[config.mk]
export PLATFORM = sky130hd
export DESIGN_NAME = dart_match_ctrl
export DESIGN_NICKNAME = d
export VERILOG_FILES = /design/src/rtl/dart_match_ctrl.sv
export SDC_FILE = /design/constraint.sdc
export NUM_CORES = 1
export LEC_CHECK = 0
export ABC_AREA = 1
export BUFFER_PORTS_ARGS = -buffer_cell sky130_fd_sc_hd__buf_2
export CAP_MARGIN = 20
export CORE_AREA = 5 5 85 87
export CTS_CLUSTER_SIZE = 10
export DETAILED_ROUTE_END_ITERATION = 10
export DIE_AREA = 0 0 90 92
export PLACE_DENSITY = 0.91
export SLEW_MARGIN = 10
export SYNTH_ARGS = -nofsm -noshare
export SYNTH_HDL_FRONTEND = slang
export SYNTH_SLANG_ARGS = --single-unit
[constraint.sdc]
create_clock -name clk -period 4.2 [get_ports clk]
set_input_delay 0.21 -clock clk [delete_from_list [all_inputs] [get_ports clk]]
set_output_delay 0.21 -clock clk [all_outputs]
set_load 0.02 [all_outputs]
[src/rtl/dart_match_ctrl.sv]
// N-player dart match controller: decodes each strike, scores it against the active player and rotates turns.
// Optional feature: define DART_DOUBLE_OUT_EN to require a double or bull on the finishing dart.
module dart_match_ctrl #(
   parameter int NUM_PLAYERS    = 2,
   parameter int START_SCORE    = 501,
   parameter int SCORE_W        = 9,
   parameter int DARTS_PER_TURN = 3,
   localparam int PW            = (NUM_PLAYERS > 1) ? $clog2(NUM_PLAYERS) : 1
) (
   input  logic               clk,
   input  logic               reset,
   input  logic               dart_come_i,
   input  logic [3:0]         dart_position_x_i,
   input  logic [3:0]         dart_position_y_i,
   input  logic [PW-1:0]      score_sel_i,
   output logic [SCORE_W-1:0] score_o,
   output logic               dart_ready_o,
   output logic [PW-1:0]      cur_player_o,
   output logic [5:0]         dart_point_o,
   output logic               player_done_o,
   output logic               bust_o,
   output logic               game_set_o,
   output logic [PW-1:0]      winner_o
);

   typedef enum logic [2:0] {
      S_INIT,
      S_WAIT,
      S_LOOKUP,
      S_APPLY,
      S_TURN_DONE,
      S_RESULT,
      S_FINISH
   } state_t;

   state_t                    state_q, state_d;
   logic [SCORE_W-1:0]        score_q [NUM_PLAYERS];
   logic [SCORE_W-1:0]        score_d [NUM_PLAYERS];
   logic [SCORE_W-1:0]        turn_start_q, turn_start_d;
   logic [PW-1:0]             cur_player_q, cur_player_d;
   logic [2:0]                dart_cnt_q, dart_cnt_d;
   logic [3:0]                x_q, x_d;
   logic [3:0]                y_q, y_d;
   logic [5:0]                dart_point_q, dart_point_d;
   logic [PW-1:0]             winner_q, winner_d;
   logic                      ready_q, done_q, bust_q, set_q;
   logic                      bust;
   logic [PW-1:0]             next_player;
   logic [SCORE_W:0]          point_ext;
   logic signed [SCORE_W:0]   rem;

   // Board geometry: column x picks segment 2x+2, row y picks the ring.
   function automatic logic [5:0] decode_point(input logic [3:0] x, input logic [3:0] y);
      logic [5:0] seg;
      seg = {1'b0, x, 1'b0} + 6'd2;
      if (x > 4'd9 || y > 4'd9)
         decode_point = 6'd0;
      else if (y == 4'd0)
         decode_point = 6'd50;
      else if (y <= 4'd2)
         decode_point = {seg[4:0], 1'b0};
      else if (y <= 4'd4)
         decode_point = seg + {seg[4:0], 1'b0};
      else
         decode_point = seg;
   endfunction

`ifdef DART_DOUBLE_OUT_EN
   function automatic logic is_double(input logic [3:0] x, input logic [3:0] y);
      is_double = (x <= 4'd9) && (y <= 4'd2);
   endfunction
`endif

   always_comb begin
      next_player = (cur_player_q == PW'(NUM_PLAYERS - 1)) ? '0 : cur_player_q + 1'b1;
      point_ext   = (SCORE_W + 1)'(dart_point_q);
      rem         = $signed({1'b0, score_q[cur_player_q]}) - $signed(point_ext);
   end

   always_comb begin
      state_d      = state_q;
      score_d      = score_q;
      turn_start_d = turn_start_q;
      cur_player_d = cur_player_q;
      dart_cnt_d   = dart_cnt_q;
      x_d          = x_q;
      y_d          = y_q;
      dart_point_d = dart_point_q;
      winner_d     = winner_q;
      bust         = 1'b0;

      case (state_q)
         S_INIT: begin
            for (int i = 0; i < NUM_PLAYERS; i++)
               score_d[i] = SCORE_W'(START_SCORE);
            turn_start_d = SCORE_W'(START_SCORE);
            cur_player_d = '0;
            dart_cnt_d   = '0;
            state_d      = S_WAIT;
         end
         S_WAIT: begin
            if (dart_come_i) begin
               x_d     = dart_position_x_i;
               y_d     = dart_position_y_i;
               state_d = S_LOOKUP;
            end
         end
         S_LOOKUP: begin
            dart_point_d = decode_point(x_q, y_q);
            state_d      = S_APPLY;
         end
         S_APPLY: begin
            if (rem[SCORE_W])
               bust = 1'b1;
`ifdef DART_DOUBLE_OUT_EN
            else if (rem == '0 && !is_double(x_q, y_q))
               bust = 1'b1;
            else if (rem == (SCORE_W + 1)'(1))
               bust = 1'b1;
`endif

            if (bust) begin
               score_d[cur_player_q] = turn_start_q;
               state_d               = S_TURN_DONE;
            end else if (rem == '0) begin
               score_d[cur_player_q] = '0;
               winner_d              = cur_player_q;
               state_d               = S_RESULT;
            end else begin
               score_d[cur_player_q] = rem[SCORE_W-1:0];
               dart_cnt_d            = dart_cnt_q + 3'd1;
               state_d = (dart_cnt_q == 3'(DARTS_PER_TURN - 1)) ? S_TURN_DONE : S_WAIT;
            end
         end
         S_TURN_DONE: begin
            cur_player_d = next_player;
            dart_cnt_d   = '0;
            turn_start_d = score_q[next_player];
            state_d      = S_WAIT;
         end
         S_RESULT: state_d = S_FINISH;
         S_FINISH: state_d = S_FINISH;
         default:  state_d = S_INIT;
      endcase
   end

   // Status outputs are registered from the next state so they line up with the state they describe.
   always_ff @(posedge clk) begin
      if (reset) begin
         state_q      <= S_INIT;
         for (int i = 0; i < NUM_PLAYERS; i++)
            score_q[i] <= '0;
         turn_start_q <= '0;
         cur_player_q <= '0;
         dart_cnt_q   <= '0;
         x_q          <= '0;
         y_q          <= '0;
         dart_point_q <= '0;
         winner_q     <= '0;
         ready_q      <= 1'b0;
         done_q       <= 1'b0;
         bust_q       <= 1'b0;
         set_q        <= 1'b0;
      end else begin
         state_q      <= state_d;
         score_q      <= score_d;
         turn_start_q <= turn_start_d;
         cur_player_q <= cur_player_d;
         dart_cnt_q   <= dart_cnt_d;
         x_q          <= x_d;
         y_q          <= y_d;
         dart_point_q <= dart_point_d;
         winner_q     <= winner_d;
         ready_q      <= (state_d == S_WAIT);
         done_q       <= (state_d == S_TURN_DONE);
         bust_q       <= bust;
         set_q        <= (state_d == S_RESULT);
      end
   end

   always_comb begin
      score_o = '0;
      if (int'(score_sel_i) < NUM_PLAYERS)
         score_o = score_q[score_sel_i];
   end

   assign dart_ready_o  = ready_q;
   assign cur_player_o  = cur_player_q;
   assign dart_point_o  = dart_point_q;
   assign player_done_o = done_q;
   assign bust_o        = bust_q;
   assign game_set_o    = set_q;
   assign winner_o      = winner_q;

endmodule

==> results by group <==
Clock tree
  – Hold_buf cts: 0
  – Clk sinks: 52
  – CTS Buffer Depth: 2
  – Post-CTS Setup Repair Bufs: 0
  – CTS buffer count: 5
  – CTS H-tree depth: 2
  – Post-cts sizing count: 0
  – CTS clock-pin slew for the worst setup and hold paths: approximately 0.11 ns
  – CTS tree: yes
  – Clock Latency Late Sink: 0.32 ns
  – CTS root buf: clkbuf_8

Layout
  – Layout Cells excl Fill: roughly 700
  – Layout cells sized above 1: 11.8%
  – Multi-input logic area: ~2200 um2
  – # fillers: 590
  – Layout Nets: 650
  – Area growth, synth to finish: 6.77%
  – # diodes: 0
  – Reg area: between 1000 and 1500 um2

Placed design
  – IO buf count: 31
  – Placed Instances: 694
  – Hpwl dp: a little under 7000 um
  – GPL Wtd Cong: 1.00

Synthesis
  – Asr flop ratio synth: 0%
  – Syn_nets: approximately 640
  – Synth unique cells: 39
  – #FFs+latches synth: 52
  – Synthesized area: 3710 um2
  – Syn Inst Count: roughly 600
  – Sequential area share after synthesis: 28.0%
  – Post-synth EDFFs: 0
  – Synth warnings: 0
  – Syn avg cell area: around 6.1 um2
  – Post-synth top flop: dfxtp_1

Setup path
  – Crit. End Element: register
  – Slowest-stage cell, CP: dfxtp_2
  – CP Buf/Inv Count: 2
  – CP Cell Sequence: o21ai_0, ha_1, fa_1, inv_1, nand3_1, nand2_1, nand2_2, nand2_2, nand2_1, nor2_1, nand3_2, nor2_4, nand2_1, nand2_1, nand2_1, inv_2, nand2_1, nor2_1
  – Worst path max stage delay: approximately 0.52 ns
  – CP max FO: 19
  – Delay-heaviest family, CP: simple AND/OR/NAND/NOR gates
  – Worst setup SP type: register
  – CP Class: reg2reg
  – Worst EP required: approximately 4.5 ns
  – CP Data Arrival Time: 3.40 ns
  – Crit-path most repeated cell: nand2_1

Power and ir drop
  – LEAKAGE: between 1.5 and 2 nW
  – Power per cell area: 370 nW/um2
  – Max rail drop VDD: roughly 190 uV

Route
  – Final ANT Viol Nets: 0
  – Wire per inst: approximately 13 um
  – 1st-iter DRT viols: approximately 480
  – Pre-antenna DRT Iters: 5
  – DR vias/cell: between 5 and 6
  – WL final: approximately 9300 um
  – Vias: 3785
  – DRC: 0

STA
  – Slew Limit Headroom: around a third
  – Tightest Pin Transition: 0.988 ns
  – Period Utilization, post-route: 74.9%
  – Final min period: about 3.1 ns
  – Setup Skew: 0.0157 ns
  – Final setup fails: 0
  – Final Max Tran Viols: 0
  – Unrepaired setup endpoints after global routing: no
  – Setup TNS: 0 ns
  – Highest clock rate: between 300 and 400 MHz
  – Hold Fails Final Rpt: 0

Floorplan
  – Die area: between 8000 and 9000 um2
  – Core Area: between 6000 and 7000 um2
  – Die span in y: between 90 and 100 um
  – Io pins: 33
  – Initial core utilization: 59.2%
  – # rows: 29
  – Die W: 90 um

GRT
  – GRT Total Usage: 22.1%
  – First-pass GRT wire length: 15800 um
  – Vias in the first global route: 3475
  – Remaining global-route overflow: 0
  – Initial antenna violation count: 0
  – Pin count of the biggest net entering global routing: 36

Outcome
  – Outcome: finished clean

Hold path
  – Worst hold-check path type: in2reg

Flow run
  – Total of max-cap violations: 0
per-stage QoR:
step	hold slack (ns)	util [%]	cell area, um2	power [mW]	setup WS [ns]
floorplan	0.279	-	3710	0.992	0.614
global placement	0.465	61.3	3850	1.08	1.25
detailed placement	0.478	61.3	3850	1.10	1.16
CTS	0.177	63.2	3970	1.46	1.11
global route	0.188	63.2	3970	1.56	0.752
finish	0.171	63.2	3970	1.47	1.05
flip-flops by register name, indices dropped and copies added, names as in the netlist:
register and cells:
bust_o 1, cur_player_o 1, dart_cnt_q 3, dart_point_o 5
dart_ready_o 1, game_set_o 1, player_done_o 1, score_q 18
state_q 3, turn_start_q 9, winner_o 1, x_q 4
y_q 4
metal layers:
metal / GRT usage, % / part of all wire [%] / up-vias
met3: 4.01 / 8.5 / 16
met1: 29.2 / 44 / 1674
met4: 6.08 / 1.4 / 0
li1: - / - / 1965
met5: 0 / 0 / -
met2: 37.3 / 46 / 130
tightest hold or removal path, stage by stage:
cell and delay [ns]:
buf_2 0.07, o21ai_0 0.07, a21oi_1 0.10
cells by family after synthesis:
family | after synthesis | synth area share [%]
and+or+nand+nor | 317 | 37.6
AOI/OAI and AO/OA | 112 | 16.1
buffers and inverters | 109 | 12.2
DFF | 52 | 28.0
adders and majority gates | 14 | 4.92
xor gates and xnor gates | 4 | 0.944
other | 1 | 0.101
placed cells by master, fill, tap and decap left out, drive strengths merged, types with 5 or more instances in the layout:
cell and count:
nand2 170, nor3 6, buf 33, nand3 35, nand4 9, a21oi 49
a31oi 15, inv 85, dfxtp 52, nor2 94, ha 13, clkbuf 5
o21ai 41
where the power goes:
part           internal [mW]  switching [mW]  leakage (nW)
Sequential             0.538          0.0367         0.429
Combinational          0.160           0.361          1.48
Clock                  0.181           0.189        0.0600
Total                  0.879           0.587          1.97
path summary, 6_finish.rpt:
check / from / to / slack [ns] / cells after the start
setup / recovery: cur_player_o$_SDFFE_PP0P_ / player_done_o$_SDFF_PP0_ / 1.05 / 18
hold / removal: dart_position_x_i[0] / x_q[0]$_SDFFE_PP0P_ / 0.17 / 3
setup reg to reg: cur_player_o$_SDFFE_PP0P_ / player_done_o$_SDFF_PP0_ / 1.05 / 18
hold reg to reg: dart_point_o[3]$_SDFFE_PP0P_ / dart_point_o[3]$_SDFFE_PP0P_ / 0.49 / 2
synth_stat cells, types with 2 or more instances:
cell,number,area [um2]
nor2_4,2,22.5
xor2_1,2,17.5
a31oi_1,15,93.8
inv_2,5,18.8
nor2_1,91,342
nand2_2,11,68.8
ha_1,13,163
inv_1,77,289
nand2_1,156,586
a21oi_1,48,240
a21o_1,2,15.0
dfxtp_1,52,1040
o21ai_0,41,205
nand3_1,30,150
xnor2_1,2,17.5
buf_2,3,15.0
buf_6,4,45.0
nand4_1,9,56.3
nand3_4,2,35.0
nand2_4,3,33.8
clkbuf_1,16,60.1
nand3_2,3,30.0
nor3_1,5,25.0
o22ai_1,2,12.5
cell type report:
type,instances,area share [%]
inverters,84,8.14
repair buffers,33,4.29
multi-input cells,448,55.9
flip-flops and latches,52,26.3
well taps,77,2.43
clock buffers,5,1.74
clock inverters,3,1.17
Note: power is estimated with default switching activity, not from simulation.
